**src/rtl/pipemem_stage.sv**
```systemverilog
// ---------------------------------------------------------------------------
// pipemem_stage
//   Memory stage of the 5-stage pipelined CPU. Holds the EX/MEM pipeline
//   register, drives a req/ack data-memory port for byte/half/word loads and
//   stores, extends load data, and stalls upstream stages while an access is
//   outstanding. A misaligned access is suppressed. An access that gets no
//   acknowledge within TIMEOUT cycles is aborted and retires as a bubble.
//
// Ports
//   clock, resetn        rising-edge clock, asynchronous active-low reset
//   ealu, eb, ern        EX result/address, store data, destination register
//   ewreg, em2reg, ewmem EX register-write, load and store flags
//   esize, esext         access size (00 b, 01 h, 1x w) and sign-extend select
//   dack, drdata         memory acknowledge and load data
//   malu, mmo, mrn       registered result, extended load data, destination
//   mwreg, mm2reg        register write enable (killed on fault), load flag
//   dreq, dwe, daddr     memory request, write select, word address
//   dwdata, dbe          lane-replicated store data, byte enables
//   mstall               freeze PC, IF/ID, ID/EX and this register
//   mmisalign, mbuserr   single-cycle fault pulses
// ---------------------------------------------------------------------------
module pipemem_stage #(
    parameter int TIMEOUT = 16
) (
    input  logic        clock,
    input  logic        resetn,
    input  logic [31:0] ealu,
    input  logic [31:0] eb,
    input  logic [4:0]  ern,
    input  logic        ewreg,
    input  logic        em2reg,
    input  logic        ewmem,
    input  logic [1:0]  esize,
    input  logic        esext,
    input  logic        dack,
    input  logic [31:0] drdata,
    output logic [31:0] malu,
    output logic [31:0] mmo,
    output logic [4:0]  mrn,
    output logic        mwreg,
    output logic        mm2reg,
    output logic        dreq,
    output logic        dwe,
    output logic [31:0] daddr,
    output logic [31:0] dwdata,
    output logic [3:0]  dbe,
    output logic        mstall,
    output logic        mmisalign,
    output logic        mbuserr
);

    localparam int CW = $clog2(TIMEOUT + 1);

    typedef enum logic {
        S_IDLE,
        S_WAIT
    } state_t;

    state_t          state, state_nx;
    logic [CW-1:0]   cnt, cnt_nx;

    logic [31:0]     mb;
    logic            mwreg_q;
    logic            mwmem;
    logic [1:0]      msize;
    logic            msext;

    logic            memop;
    logic            is_byte;
    logic            is_half;
    logic            is_word;
    logic            misalign;
    logic [31:0]     lane_shift;
    logic [7:0]      lane_b;
    logic [15:0]     lane_h;

    // EX/MEM register; reset value is a bubble.
    always_ff @(posedge clock or negedge resetn) begin
        if (!resetn) begin
            malu    <= '0;
            mb      <= '0;
            mrn     <= '0;
            mwreg_q <= 1'b0;
            mm2reg  <= 1'b0;
            mwmem   <= 1'b0;
            msize   <= '0;
            msext   <= 1'b0;
        end else if (!mstall) begin
            // NOTE: non-blocking assignments so every flop samples pre-edge values.
            malu    <= ealu;
            mb      <= eb;
            mrn     <= ern;
            mwreg_q <= ewreg;
            mm2reg  <= em2reg;
            mwmem   <= ewmem;
            msize   <= esize;
            msext   <= esext;
        end
    end

    // Reserved size 11 behaves as a word access.
    assign is_byte  = (msize == 2'b00);
    assign is_half  = (msize == 2'b01);
    assign is_word  = msize[1];
    assign memop    = mm2reg | mwmem;
    assign misalign = memop & ((is_half & malu[0]) | (is_word & (malu[1:0] != 2'b00)));

    always_ff @(posedge clock or negedge resetn) begin
        if (!resetn) begin
            state <= S_IDLE;
            cnt   <= '0;
        end else begin
            state <= state_nx;
            cnt   <= cnt_nx;
        end
    end

    // cnt counts cycles already spent waiting; the IDLE issue cycle is cycle 1,
    // so the abort lands after exactly TIMEOUT stalled cycles.
    always_comb begin
        // NOTE: defaults first so no path through the case leaves a latch.
        state_nx = state;
        cnt_nx   = cnt;
        dreq     = 1'b0;
        mstall   = 1'b0;
        mbuserr  = 1'b0;
        case (state)
            S_IDLE: begin
                if (memop && !misalign) begin
                    dreq = 1'b1;
                    if (!dack) begin
                        mstall   = 1'b1;
                        state_nx = S_WAIT;
                        cnt_nx   = CW'(1);
                    end
                end
            end
            S_WAIT: begin
                if (dack) begin
                    dreq     = 1'b1;
                    state_nx = S_IDLE;
                    cnt_nx   = '0;
                end else if (cnt == CW'(TIMEOUT)) begin
                    mbuserr  = 1'b1;
                    state_nx = S_IDLE;
                    cnt_nx   = '0;
                end else begin
                    dreq   = 1'b1;
                    mstall = 1'b1;
                    cnt_nx = cnt + 1'b1;
                end
            end
            default: state_nx = S_IDLE;
        endcase
    end

    // Address, enables and data come straight from the held register, so they
    // stay stable for the whole WAIT period.
    assign dwe       = dreq & mwmem;
    assign daddr     = {malu[31:2], 2'b00};
    assign mmisalign = misalign;
    assign mwreg     = mwreg_q & ~misalign & ~mbuserr;

    always_comb begin
        dbe    = 4'b1111;
        dwdata = mb;
        if (is_byte) begin
            dbe    = 4'b0001 << malu[1:0];
            dwdata = {4{mb[7:0]}};
        end else if (is_half) begin
            dbe    = malu[1] ? 4'b1100 : 4'b0011;
            dwdata = {2{mb[15:0]}};
        end
    end

    assign lane_shift = drdata >> {malu[1:0], 3'b000};
    assign lane_b     = lane_shift[7:0];
    assign lane_h     = malu[1] ? drdata[31:16] : drdata[15:0];

    always_comb begin
        mmo = '0;
        if (mm2reg) begin
            if (is_byte)
                mmo = {{24{msext & lane_b[7]}}, lane_b};
            else if (is_half)
                mmo = {{16{msext & lane_h[15]}}, lane_h};
            else
                mmo = drdata;
        end
    end

endmodule
```
**config.mk**
```make
export PLATFORM = sky130hd
export DESIGN_NAME = pipemem_stage
export DESIGN_NICKNAME = d
export VERILOG_FILES = /design/src/rtl/pipemem_stage.sv
export SDC_FILE = /design/constraint.sdc
export NUM_CORES = 1
export LEC_CHECK = 0
export BUFFER_PORTS_ARGS = -buffer_cell sky130_fd_sc_hd__buf_2
export CAP_MARGIN = 10
export CORE_MARGIN = 10
export CORE_UTILIZATION = 49
export CTS_CLUSTER_SIZE = 25
export DETAILED_ROUTE_END_ITERATION = 8
export GPL_TIMING_DRIVEN = 0
export PLACE_DENSITY_LB_ADDON = 0.12
export SLEW_MARGIN = 20
export SYNTH_ARGS = -nofsm -noshare
export SYNTH_HDL_FRONTEND = slang
export SYNTH_SLANG_ARGS = --single-unit
```
**constraint.sdc**
```tcl
create_clock -name clock -period 3.8 [get_ports clock]
set_input_delay 0.19 -clock clock [delete_from_list [all_inputs] [get_ports clock]]
set_output_delay 0.19 -clock clock [all_outputs]
set_load 0.03 [all_outputs]
```
**Yosys cells after proc, flatten, opt, wreduce, memory -nomap -nowiden**

Index checks and enable logic that the tools add are counted.
Widths: inputs -> output; s select.

- Add/sub/neg operators: 1
- Eq/ne operators: 4
- Shifts and indexed selects: 2
- Mux-type cells: 25
- Bitwise gates (word level): 13
- Reduce and logical (&&, ||, !) cells: 5

Operator list:

| operator | number |
|---|---|
| $mux 32 | 5 |
| $shr 32x5->8 | 1 |
| $mux 5 | 4 |
| $mux 16 | 1 |
| $mux 4 | 3 |
| $pmux 5 s2 | 1 |
| $mux 1 | 9 |
| $and 1x1->1 | 8 |
| $add 5x1->5 const B | 1 |
| $eq 5x5->1 const B | 1 |
| $ne 2x2->1 const B | 2 |
| $pmux 1 s2 | 2 |
| $shl 1x2->4 const A | 1 |
| $not 1->1 | 3 |
| $eq 2x1->1 const B | 1 |
| $logic_not 2->1 | 1 |
| $or 1x1->1 | 2 |
| $reduce_and 2->1 | 1 |
| $reduce_bool 2->1 | 1 |
| $logic_and 1x1->1 | 1 |
| $logic_not 1->1 | 1 |

- Flip-flop bits (word level): 81
- Output and inout port bits: 144
- Logic and storage cells: 60

**Longest topological paths before layout**

- Depth in word-level cells: 9
- Depth in mapped cells: 7
- Mapped depth without buffers: 6

**Least setup slack after synthesis**

OpenSTA, ideal clock, no wires.

- Path type: reg2out
- From: reg msize[1]
- To: out mmo[7]
- Data arrival time: 2525 ps
- Setup slack: 1085 ps
- Stages on the path, launching flop included: 5
- Buffers on the path: 2
- Cell sequence: dfrtp_1 -> buf_2 -> clkbuf_1 -> o21ai_0 -> a2111oi_0

- Cells in the longest elaborated chain, start to end: 4

RTL lines:

| element | RTL line | source |
|---|---|---|
| from (decl) | 65 | `logic [1:0] msize;` |
| from (signal assigned) | 96 | `msize <= esize;` |
| $eq 2x1->1 | 103 | `assign is_half = (msize == 2'b01);` |
| $mux 32 | 185 | `else if (is_half)` |
| $mux 32 * | 183 | `if (is_byte)` |
| $mux 32 * | 182 | `if (mm2reg) begin` |
| to (decl) | 38 | `output logic [31:0] mmo,` |

Mark *: on every way between the ends. The rest lies on a longest branch, timed or not.

**Final worst setup path**

- From: reg msize[1]
- To: out mmo[26]

The elaborated chain is that of the path after synthesis.

==> flow_summary.json <==
{
  "outcome": "complete, no violations",
  "synth.yosys.seq_area_share_pct": 43.48,
  "start_util_pct": 50.45,
  "clock_skew_ns": 0.009707,
  "syn_area_per_cell_um2": 11.34,
  "n_antenna_cell": 0,
  "synth_top_cell_by_area": "dfrtp_1",
  "worst_pin_slew_ns": 0.7931,
  "powerDensity_nw_per_um2": 616.8,
  "holdCritPathClass": "in -> reg",
  "io-pin-count": 254,
  "numCtsBuffers": 9,
  "hpwl_um": 11940,
  "drive_above_1_share_pct": 60.88,
  "fin_ws_ns": 0.9132,
  "portBuffers": 251,
  "routed_wl_um": 14930,
  "clock_sinks": 81,
  "clock_tree.root_cell": "clkbuf_8",
  "wl_per_cell_um": 18.45,
  "cts_max_level": 3,
  "synth.distinct_cells": 44,
  "critPathKind": "reg -> out",
  "grt_pass1_wl_um": 23530,
  "cp_max_fo": 10,
  "layout.nets": 788,
  "setup_viol": 0,
  "fin_total_pwr_uw": 3886,
  "die_area_um2": 13820,
  "crit_required_ns": 3.61,
  "synth_seq_cells": 81,
  "vias_per_cell": 5.041,
  "clk_pin_slew_ns": 0.08,
  "async_flop_share_pct": 100.0,
  "gp_congestion": 0.8356,
  "p_leak_uw": 0.003393,
  "fin_crit_ns": 2.887,
  "clk_latency_ns": 0.35,
  "setup_tns_ns": 0,
  "vdd_drop_max_mv": 0.3905,
  "rsz0062_at_grt": "false",
  "syn_inst": 411,
  "end_kind": "output port",
  "fin_crit_sh_pct": 75.97,
  "grt_pass1_vias": 4359,
  "grt-ovfl-total": 0,
  "min_path_cells": 2,
  "yosys.cell_count.top_type": "dfrtp_1",
  "drc": 0,
  "drv_cap": 0,
  "cp.arrival_ns": 2.70,
  "place_ws_ns": 1.330,
  "antenna_found_initial": 2,
  "start_kind": "register",
  "slew_headroom_pct": 46.93,
  "antenna_left": 0,
  "r2r_setup_slack_ns": 1.52,
  "core_um2": 9240,
  "clock_path_buffers": 2,
  "synth_edf_count": 0,
  "synth_common_cells": "81 x dfrtp_1, 53 x mux2_2, 40 x buf_4",
  "grt_max_degree": 44,
  "cts_tree": "done",
  "timing.rr.end": "mb[9]",
  "worstRegToRegCells": 7,
  "fp-row-count": 35,
  "die_h_um": 117.5,
  "cts-resized-gates": 0,
  "synth_warnings": 0,
  "num_vias": 4078,
  "final_hold_viol_count": 0,
  "hp-start": "eb[9]",
  "r2r-start": "cnt[0]",
  "max_freq_mhz": 346.4,
  "drt_first_pass_iters": 5,
  "min_to": "mb[9]",
  "synth_area_leaders": "dfrtp_1 43%, mux2_2 13%, mux2_4 12%, buf_4 6.4%, inv_1 2.4%",
  "drt_iter0_drc": 246,
  "areaGrowthSynthToFinish_pct": 35.16,
  "synth_flop_cell": "dfrtp_1",
  "yosys.area.top_type_share_pct": 43.48,
  "slew_viol_final": 0,
  "syn-cell-area_um2": 4662,
  "grtUsageTotal_pct": 20.67,
  "fp.dieW_um": 117.5
}
-- metal layers --
layer  up-vias  GRT usage (%)  share of wire (%)
met5         -              0               0.13
met4         4          4.096               0.80
met3        13          8.777                9.5
met2       165          36.05                 50
met1      1955          22.96                 40
li1       1941              -                  -
-- worst max-delay path, stage by stage (launching register included) --
cell	delay (ns)
dfrtp_1	0.36
buf_2	0.22
clkbuf_1	0.44
buf_1	0.51
clkbuf_1	0.44
a21oi_1	0.16
buf_2	0.21
-- area by class of cell --
class	instances	area (um2)
Clock inverter	5	57.56
Tap cell	129	161.4
Fill cell	784	2939
Buffer	65	441.7
Timing Repair Buffer	253	1289
Clock buffer	10	127.6
Multi-Input combinational cell	236	2085
Inverter	30	112.6
Sequential cell	81	2027
-- timing repair --
item,CTS,global route
hold endpoints to repair,42,0
buffers inserted,0,0
hold buffers,1,0
setup endpoints to repair,0,0
-- worst max-delay path by stage --
stage / cells past startpoint / slack (ns) / endpoint / startpoint
finish: 6 / 0.91 / mmo[26] / msize[1]
global route: 6 / 0.75 / mmo[26] / msize[1]
CTS: 6 / 0.95 / mmo[26] / msize[1]
detailed placement: 6 / 1.33 / mmo[26] / msize[1]
global placement: 6 / 1.37 / mmo[24] / msize[1]
floorplan: 4 / 1.09 / mmo[7] / msize[1]
-- stage by stage --
step | std cells | hold slack, ns | instance area (um2) | utilization, %
floorplan | 412 | -0.1056 | 4666 | -
global placement | 792 | 0.4084 | 6083 | 65.84
detailed placement | 793 | 0.2350 | 6106 | 66.08
CTS | 809 | 0.05008 | 6301 | 68.19
global route | 809 | 0.04423 | 6301 | 68.19
finish | 809 | 0.05967 | 6301 | 68.19
-- kinds of logic after synthesis --
group | count (synthesis) | share of synthesized area (%)
adders and majority gates | 2 | 0.5367
DFF | 81 | 43.48
buffers and inverters | 95 | 11.89
AOI/OAI and AO/OA | 75 | 10.90
other | 1 | 0.08044
muxes | 100 | 27.00
and+or+nand+nor | 57 | 6.119
-- power by group --
part / internal [uW] / switching, uW / total (uW)
Sequential: 1030 / 142 / 1170
Combinational: 793 / 1320 / 2110
Clock: 300 / 305 / 605
-- registers in the layout, indices dropped and copies added, names as in the netlist --
signal   cells
malu        32
cnt          5
mrn          5
mwmem        1
mb          32
msize        2
msext        1
state        1
mm2reg       1
mwreg_q      1
-- placed cells by master, fill, tap and decap left out, types with 2 or more instances in the layout --
cell	synthesis	routed
mux2_4	38	38
or2_2	2	2
o21bai_1	4	4
clkbuf_1	10	11
a22o_1	2	2
clkinv_2	0	2
buf_2	7	257
nand2b_1	4	4
dfrtp_1	81	81
nor3_1	3	3
nor2b_1	10	10
inv_1	30	30
mux2_2	53	53
a31oi_1	2	2
a222oi_1	7	7
mux2i_1	8	8
a21oi_1	17	17
clkinv_4	0	2
and2_1	2	2
buf_4	40	41
o21ai_0	18	18
nand2_1	20	20
nor2_1	8	8
clkbuf_8	0	9
buf_1	2	2
nand3_1	3	3
conb_1	1	2
buf_6	5	5
a221oi_1	8	8
ha_1	2	2
o22ai_1	8	8
Power figures use the tool's default switching activity.
